==> src/rtl/dvi_out_pkg.sv <==
// Shared constants for the DVI colour-bar streamer: default 640x480@60 timing,
// counter widths and the 8-bar RGB888 palette.
package dvi_out_pkg;

    localparam int unsigned CNT_W = 10;
    localparam logic [CNT_W-1:0] CNT_ONE = CNT_W'(1);

    localparam int unsigned DEF_H_ACTIVE = 640;
    localparam int unsigned DEF_H_FP     = 16;
    localparam int unsigned DEF_H_SYNC   = 96;
    localparam int unsigned DEF_H_BP     = 48;
    localparam int unsigned DEF_V_ACTIVE = 480;
    localparam int unsigned DEF_V_FP     = 10;
    localparam int unsigned DEF_V_SYNC   = 2;
    localparam int unsigned DEF_V_BP     = 33;

    // White, yellow, cyan, green, magenta, red, blue, black.
    localparam logic [23:0] BAR_COLOURS [8] = '{
        24'hFFFFFF, 24'hFFFF00, 24'h00FFFF, 24'h00FF00,
        24'hFF00FF, 24'hFF0000, 24'h0000FF, 24'h000000
    };

    function automatic int unsigned h_total(input int unsigned act, input int unsigned fp,
                                            input int unsigned sync, input int unsigned bp);
        return act + fp + sync + bp;
    endfunction

    function automatic int unsigned v_total(input int unsigned act, input int unsigned fp,
                                            input int unsigned sync, input int unsigned bp);
        return act + fp + sync + bp;
    endfunction

endpackage

==> src/rtl/dvi_out_streamer_timing_gen.sv <==
// Word-phase, pixel and line counters for the DVI streamer, with active/sync decode
// taken combinationally from the current counter state.
module dvi_timing_gen
    import dvi_out_pkg::*;
#(
    parameter int unsigned H_ACTIVE = DEF_H_ACTIVE,
    parameter int unsigned H_FP     = DEF_H_FP,
    parameter int unsigned H_SYNC   = DEF_H_SYNC,
    parameter int unsigned H_BP     = DEF_H_BP,
    parameter int unsigned V_ACTIVE = DEF_V_ACTIVE,
    parameter int unsigned V_FP     = DEF_V_FP,
    parameter int unsigned V_SYNC   = DEF_V_SYNC,
    parameter int unsigned V_BP     = DEF_V_BP
) (
    input  logic             iClk,
    input  logic             iRstN,
    output logic             oPhase,
    output logic             oActive,
    output logic             oHs,
    output logic             oVs,
    output logic [CNT_W-1:0] oHCnt
);

    localparam logic [CNT_W-1:0] H_LAST = CNT_W'(h_total(H_ACTIVE, H_FP, H_SYNC, H_BP) - 1);
    localparam logic [CNT_W-1:0] V_LAST = CNT_W'(v_total(V_ACTIVE, V_FP, V_SYNC, V_BP) - 1);
    localparam logic [CNT_W-1:0] H_ACT  = CNT_W'(H_ACTIVE);
    localparam logic [CNT_W-1:0] V_ACT  = CNT_W'(V_ACTIVE);
    localparam logic [CNT_W-1:0] HS_BEG = CNT_W'(H_ACTIVE + H_FP);
    localparam logic [CNT_W-1:0] HS_END = CNT_W'(H_ACTIVE + H_FP + H_SYNC);
    localparam logic [CNT_W-1:0] VS_BEG = CNT_W'(V_ACTIVE + V_FP);
    localparam logic [CNT_W-1:0] VS_END = CNT_W'(V_ACTIVE + V_FP + V_SYNC);

    logic             r_phase;
    logic [CNT_W-1:0] r_h_cnt;
    logic [CNT_W-1:0] r_v_cnt;
    logic [CNT_W-1:0] w_h_next;
    logic [CNT_W-1:0] w_v_next;

    // Pixel counters only move on the second word of each pixel.
    always_comb begin
        w_h_next = r_h_cnt;
        w_v_next = r_v_cnt;
        if (r_phase) begin
            if (r_h_cnt == H_LAST) begin
                w_h_next = '0;
                w_v_next = (r_v_cnt == V_LAST) ? '0 : r_v_cnt + CNT_ONE;
            end else begin
                w_h_next = r_h_cnt + CNT_ONE;
            end
        end
    end

    always_ff @(posedge iClk or negedge iRstN) begin
        if (!iRstN) begin
            r_phase <= 1'b0;
            r_h_cnt <= '0;
            r_v_cnt <= '0;
        end else begin
            r_phase <= ~r_phase;
            r_h_cnt <= w_h_next;
            r_v_cnt <= w_v_next;
        end
    end

    always_comb begin
        oActive = (r_h_cnt < H_ACT) && (r_v_cnt < V_ACT);
        oHs     = (r_h_cnt >= HS_BEG) && (r_h_cnt < HS_END);
        oVs     = (r_v_cnt >= VS_BEG) && (r_v_cnt < VS_END);
    end

    assign oPhase = r_phase;
    assign oHCnt  = r_h_cnt;

endmodule

==> src/rtl/dvi_out_streamer.sv <==
// Self-contained DVI source: 8-bar colour pattern sent as two 12-bit words per pixel
// ({G[3:0],B} then {R,G[7:4]}) on a clock running at twice the pixel rate.
module dvi_out_streamer
    import dvi_out_pkg::*;
#(
    parameter int unsigned H_ACTIVE    = DEF_H_ACTIVE,
    parameter int unsigned H_FP        = DEF_H_FP,
    parameter int unsigned H_SYNC      = DEF_H_SYNC,
    parameter int unsigned H_BP        = DEF_H_BP,
    parameter int unsigned V_ACTIVE    = DEF_V_ACTIVE,
    parameter int unsigned V_FP        = DEF_V_FP,
    parameter int unsigned V_SYNC      = DEF_V_SYNC,
    parameter int unsigned V_BP        = DEF_V_BP,
    parameter bit          SYNC_ACTIVE = 1'b0
) (
    input  logic        iClk,
    input  logic        iRstN,
    output logic [11:0] oData,
    output logic        oHsync,
    output logic        oVsync,
    output logic        oDe
);

    localparam logic [CNT_W-1:0] BAR_W = CNT_W'(H_ACTIVE / 8);

    logic             w_phase;
    logic             w_active;
    logic             w_hs;
    logic             w_vs;
    logic [CNT_W-1:0] w_h_cnt;
    logic [2:0]       w_bar;
    logic [23:0]      w_rgb;
    logic [11:0]      w_word;

    logic [11:0]      r_data;
    logic             r_de;
    logic             r_hsync;
    logic             r_vsync;

    dvi_timing_gen #(
        .H_ACTIVE (H_ACTIVE),
        .H_FP     (H_FP),
        .H_SYNC   (H_SYNC),
        .H_BP     (H_BP),
        .V_ACTIVE (V_ACTIVE),
        .V_FP     (V_FP),
        .V_SYNC   (V_SYNC),
        .V_BP     (V_BP)
    ) u_timing (
        .iClk    (iClk),
        .iRstN   (iRstN),
        .oPhase  (w_phase),
        .oActive (w_active),
        .oHs     (w_hs),
        .oVs     (w_vs),
        .oHCnt   (w_h_cnt)
    );

    // Bar index is only meaningful inside the active region; data is gated outside it.
    always_comb begin
        w_bar  = 3'(w_h_cnt / BAR_W);
        w_rgb  = BAR_COLOURS[w_bar];
        w_word = w_phase ? {w_rgb[23:16], w_rgb[15:12]} : {w_rgb[11:8], w_rgb[7:0]};
    end

    always_ff @(posedge iClk or negedge iRstN) begin
        if (!iRstN) begin
            r_data  <= '0;
            r_de    <= 1'b0;
            r_hsync <= ~SYNC_ACTIVE;
            r_vsync <= ~SYNC_ACTIVE;
        end else begin
            r_data  <= w_active ? w_word : 12'h000;
            r_de    <= w_active;
            r_hsync <= w_hs ? SYNC_ACTIVE : ~SYNC_ACTIVE;
            r_vsync <= w_vs ? SYNC_ACTIVE : ~SYNC_ACTIVE;
        end
    end

    assign oData  = r_data;
    assign oDe    = r_de;
    assign oHsync = r_hsync;
    assign oVsync = r_vsync;

endmodule

==> config.mk <==
export PLATFORM = sky130hd
export DESIGN_NAME = dvi_out_streamer
export DESIGN_NICKNAME = d
export VERILOG_FILES = /design/src/rtl/dvi_out_pkg.sv /design/src/rtl/dvi_out_streamer_timing_gen.sv /design/src/rtl/dvi_out_streamer.sv
export SDC_FILE = /design/constraint.sdc
export NUM_CORES = 1
export LEC_CHECK = 0
export CORE_AREA = 5 5 77 79
export DETAILED_ROUTE_END_ITERATION = 16
export DIE_AREA = 0 0 82 84
export GPL_TIMING_DRIVEN = 0
export HOLD_SLACK_MARGIN = 0.05
export PLACE_DENSITY = 0.54
export SLEW_MARGIN = 20
export SYNTH_ARGS = -nofsm -noshare
export SYNTH_HDL_FRONTEND = slang
export SYNTH_SLANG_ARGS = --single-unit
==> constraint.sdc <==
create_clock -name iClk -period 1.7 [get_ports iClk]
set_input_delay 0.34 -clock iClk [delete_from_list [all_inputs] [get_ports iClk]]
set_output_delay 0.34 -clock iClk [all_outputs]
set_load 0.02 [all_outputs]
# Yosys cells after proc, flatten, opt, wreduce, memory -nomap -nowiden
# Memories as Yosys holds them, arrays and structs flattened.
# Index checks and enable logic that the tools add are counted.
# Widths: inputs -> output; s select.
[classes]
magnitude_cmp = 7
mux = 8
n_addsub = 2
div = 1
n_reduce_logical = 4
eq_ne = 2
bitwise_logic = 2
[op_table]
columns = ["operator", "n"]
rows = [
  ["$mux 24", 2],
  ["$mux 12", 2],
  ["$add 10x1->10 const B", 2],
  ["$eq 10x10->1 const B", 2],
  ["$lt 10x10->1 const B", 2],
  ["$lt 10x9->1 const B", 2],
  ["$mux 10", 2],
  ["$div 10x7->10 const B", 1],
  ["$ge 10x10->1 const B", 1],
  ["$ge 10x9->1 const B", 1],
  ["$ge 4x4->1 const B", 1],
  ["$not 3->4", 1],
  ["$logic_and 1x1->1", 3],
  ["$mux 1", 2],
  ["$reduce_and 2->1", 1],
  ["$not 1->1", 1],
]
[word_totals]
memories = 1
out_inout_bits = 15
in_bits = 2
regBits = 36
romBits = 192
word_cells = 34
[memory_table]
columns = ["name", "words", "width", "rd", "rd_ports_with_merged_regs", "wr", "line_no", "source"]
rows = [
  ["(name not given)", 8, 24, 1, 0, 0, "dvi_out_streamer.sv:62", "w_rgb = BAR_COLOURS[w_bar];"],
]

# Longest topological paths before layout
# Gate-level depths: netlist of run 1.
[logic_depth]
depth_word = 7
depth_mapped = 7
ltp_nobuf = 7

# Modules after synthesis
# A second synthesis of run 1 with hierarchy kept.
[unflattened]
cells_unflattened = 180
area_unflattened_um2 = 1705.4
[modules_own_cells]
columns = ["module", "cells_each", "area_each_um2", "instances", "seq_area_each_um2"]
rows = [
  ["dvi_timing_gen", 111, 1117.3, 1, 525.5],
  ["dvi_out_streamer", 69, 588.1, 1, 152.6],
]

# Least setup slack after synthesis of run 1
# Ideal clock, no wire load.
[synth_timing]
kind = "register -> register"
from = "register u_timing.r_h_cnt[0] (netlist: u_timing.oHCnt[0])"
to = "register u_timing.r_v_cnt[0]"
path_stages_with_launch = 5
arrival_ps = 1405
required_time_ps = 1575
period_less_slack_ps = 1530
setup_ps = 125
path_slack_ps = 170
n_path_buf = 0
path_cell_list = "dfrtp_1 > ha_1 > nand4_4 > or3_4 > mux2_2"
[synth_between]
elab_chain_len = 2
[synth_rtl]
columns = ["item", "line_no", "source"]
rows = [
  ["start, declared", "dvi_out_streamer_timing_gen.sv:34", "logic [CNT_W-1:0] r_h_cnt;"],
  ["start signal, assigned", "dvi_out_streamer_timing_gen.sv:60", "r_h_cnt <= w_h_next;"],
  ["$eq 10x10->1", "dvi_out_streamer_timing_gen.sv:44", "if (r_h_cnt == H_LAST) begin"],
  ["$reduce_and 2->1 (no line)", "n/a", ""],
  ["end signal, assigned", "dvi_out_streamer_timing_gen.sv:61", "r_v_cnt <= w_v_next;"],
  ["end, declared", "dvi_out_streamer_timing_gen.sv:35", "logic [CNT_W-1:0] r_v_cnt;"],
]
# Every way passes these cells.
# A chain may end at the register's enable or synchronous reset.

==> results of run 1 <==
[synth_stat cells (2+ instances only)]
cell       n
nand2_1   20
dfrtp_1   25
xnor2_1    9
a21oi_1    9
nor2_1    11
nand3b_1   2
nand3_1    6
and3_1     2
clkbuf_8   3
ha_1       4
nor3_1     6
nand4_1    6
buf_6      2
inv_1      9
buf_4     13
o21ai_0   12
nor2b_1    2
dfstp_2    2
[power by group through the flow]
stage / Combinational, uW / Sequential [uW] / Clock, uW
2_1_floorplan: 0.000349 / 655 / 0
3_3_place_gp: 15.7 / 655 / 0
3_5_place_dp: 14.6 / 654 / 0
4_1_cts: 14.7 / 642 / 408
5_1_grt: 16.9 / 642 / 430
6_report: 12.9 / 642 / 398
[layout by cell type, fill, tap and decap left out, drive strengths merged, types with 2 or more instances in the layout]
master	count
dfrtp	25
nand2	20
buf	18
o21ai	13
nor2	12
dlygate4sd2	11
inv	10
a21oi	10
xnor2	9
nand4	7
nor3	7
clkbuf	6
nand3	6
ha	4
nand2b	3
and3	2
nand3b	2
nor2b	2
dfstp	2
dlymetal6s2s	2
clkdlybuf4s50	2
xor2	2
or3	2
[cells by family after synthesis]
logic type               share of synthesized area
AO/OA/AOI/OAI                                0.126
AND/OR/NAND/NOR                              0.242
buffers and inverters                        0.118
flip-flops                                   0.403
multiplexers                                0.0126
XOR/XNOR                                    0.0618
adder cells (fa/ha/maj)                     0.0357
[through the flow]
step                      setup WS [ns]  instance area [sq um]  setup TNS (ns)  total power, uW  hold WS (ns)
after floorplan                   0.170                   1680               0              655        0.0444
after global placement           -0.173                   1930           -4.40              670         0.495
after detailed placement        -0.0161                   1930         -0.0231              669         0.397
after CTS                       0.00915                   1970               0             1070        0.0822
after global routing            0.00907                   1990               0             1090         0.116
final                            0.0590                   1990               0             1050        0.0483
[state kept, by name, summed over array words and instances (netlist names)]
signal	cells
u_timing.r_v_cnt	10
u_timing.oPhase	1
u_timing.oHCnt	10
oVsync	1
oDe	1
oHsync	1
oData	3
[path summary, 6_finish.rpt]
| path | from | to | slack, ns |
|---|---|---|---|
| max | oData[3]$_DFF_PN0_ | oData[0] | 0.06 |
| min | iRstN | u_timing.r_v_cnt[5]$_DFFE_PN0P_ | 0.05 |
| min in group iClk | u_timing.r_v_cnt[7]$_DFFE_PN0P_ | u_timing.r_v_cnt[7]$_DFFE_PN0P_ | 0.50 |
| max in group asynchronous | iRstN | u_timing.oHCnt[2]$_DFFE_PN0P_ | 1.25 |
| min reg2reg | u_timing.r_v_cnt[7]$_DFFE_PN0P_ | u_timing.r_v_cnt[7]$_DFFE_PN0P_ | 0.50 |
| max reg2reg | u_timing.oHCnt[0]$_DFFE_PN0P_ | u_timing.r_v_cnt[9]$_DFFE_PN0P_ | 0.09 |
[layout make-up]
cell class / instances / area share
clock buffers: 3 / 0.0207
clock inverters: 1 / 0.00377
well taps: 72 / 0.0453
flip-flops and latches: 27 / 0.341
inverters: 10 / 0.0189
plain buffers: 18 / 0.0811
repair buffers: 18 / 0.0811
multi-input cells: 119 / 0.409
[timing repair]
item / in CTS / in global routing
gates resized for setup: 13 / 2
hold endpoints to repair: 0 / 0
setup endpoints to repair: 13 / 9
pin swaps: 1 / 1
setup buffers: 0 / 2
[layer usage]
layer	track usage	part of all wire
met3	0.0162	0.035
met5	0	0
met1	0.147	0.48
met2	0.160	0.46
met4	0.0468	0.017
==> impl_metrics.csv, run 1 <==
group,metric,value,unit
drt,vias_per_cell,4.70,
sta,clock_skew,0.00713,ns
sta,period_share,0.965,
yosys,synth_edf_count,0,
global_routing,grt_max_degree,28,
cts,clk_latency,0.28,ns
finish,seq_area,678,sq um
sta,setup_viol,0,
die,die-area,6890,sq um
critical_path,worst_ep_required_time,1.36,ns
sta,rsz0062_at_grt,"no",
pwr,power_density,529,nW/um^2
finish,multiInputGateArea,813,sq um
drt,postRouteAntennaNets,0,
hold_path,hold_path.class,"in -> async",
cts,cts_max_level,1,
cts,cts.sinks,27,
drt,drt-wirelength-per-cell,12.7,um
yosys,yosysTopAreaCellShare,0.372,
yosys,async_flop_share,1.00,
pwr,p_sw_frac,0.230,
critical_path,cp_data_arrival_time,1.30,ns
die,dieHeight,84,um
cts,cts_max_path_buffers,2,
finish,layout-drive-gt1-share,0.224,
placed_design,place_congestion,0.800,
pwr,internal_power,810,uW
flow_run,maxCapViolCount,0,
yosys,yosys.cell_types.count,49,
yosys,yosys_warnings,0,
pwr,switching_power,242,uW
cts,clkTransAtPathRegs,0.11,ns
drt,routed_wl,3.41,mm
die,rows,27,
die,start_util,0.319,
finish,fin_util,0.378,
cts,cts_root_buf,"clkbuf_8",
sta,slew_violations,0,
finish,area_delta_synth_final,18.4,%
cts,cts_buffers,3,
pwr,comb_power_share,0.012,
critical_path,endpoint_kind,"primary output",
global_routing,antenna_found_initial,0,
die,core,5270,sq um
pwr,ir_drop,0.256,mV
cts,cts_hold_buf,0,
global_routing,grt_pass1_wl,5.69,mm
sta,tightest_slew,0.605,ns
yosys,syn_area_per_cell,9.66,sq um
run_status,status,"completed",
finish,nFillCells,552,
yosys,ys_ff_latch,27,
critical_path,cp.depth,1,
die,io_pins,17,
critical_path,cp_top_family,"buffers and inverters",
critical_path,r2r_cells,6,
finish,n_antenna_cell,0,
finish,final_nets,203,
drt,via_count,1260,
critical_path,setup.worst_path.class,"reg -> out",
sta,finalCriticalPeriod,1.64,ns
cts,cts_tree,"built",
yosys,synth_top_cell_by_area,"dfrtp_1",
pwr,pwr-share-seq,0.610,
global_routing,grt_pass1_vias,1150,
critical_path,path_max_fanout,4,
placed_design,placed_cells,262,
placed_design,place_hpwl,2.44,mm
yosys,synth_ff_type,"dfrtp_1",
drt,drc,0,
drt,drt-pass1-iter-count,4,
yosys,syn_inst,174,
placed_design,port_buffers,16,
global_routing,grt_use_total,0.106,
yosys,syn_area,1680,sq um
global_routing,gr-total-overflow,0,
sta,max_slew_margin,0.596,
critical_path,slowest_delay,0.62,ns
critical_path,crit_slowest_cell,"clkdlybuf4s50_1",
drt,dr.first_iter.drc_count,128,
die,die_x,82,um
pwr,p_clk_frac,0.378,
finish,instances_no_fill,268,
yosys,yosysSeqAreaShare,0.403,
yosys,synthTopCellsByArea,"dfrtp_1, buf_4, xnor2_1",
sta,fmax,0.609,GHz
yosys,synth_nets,180,
pwr,power_leakage,0.000774,uW
critical_path,worstPathCellList,"clkdlybuf4s50_1",
sta,finalHoldViolCount,0,
critical_path,crit_buf_inv,1,
critical_path,startpoint_type,"flop",
No activity file was read; power rests on OpenSTA's default activity.
==> run 2: changes to the inputs <==
--- a/config.mk
+++ b/config.mk
@@ -5,6 +5,7 @@
 export SDC_FILE = /design/constraint.sdc
 export NUM_CORES = 1
 export LEC_CHECK = 0
+export ABC_CLOCK_PERIOD_IN_PS = 1700
 export CORE_AREA = 5 5 77 79
 export DETAILED_ROUTE_END_ITERATION = 16
 export DIE_AREA = 0 0 82 84
==> results of run 2 <==
Same layout as run 1: the final DEF is identical, and so are final timing and power.
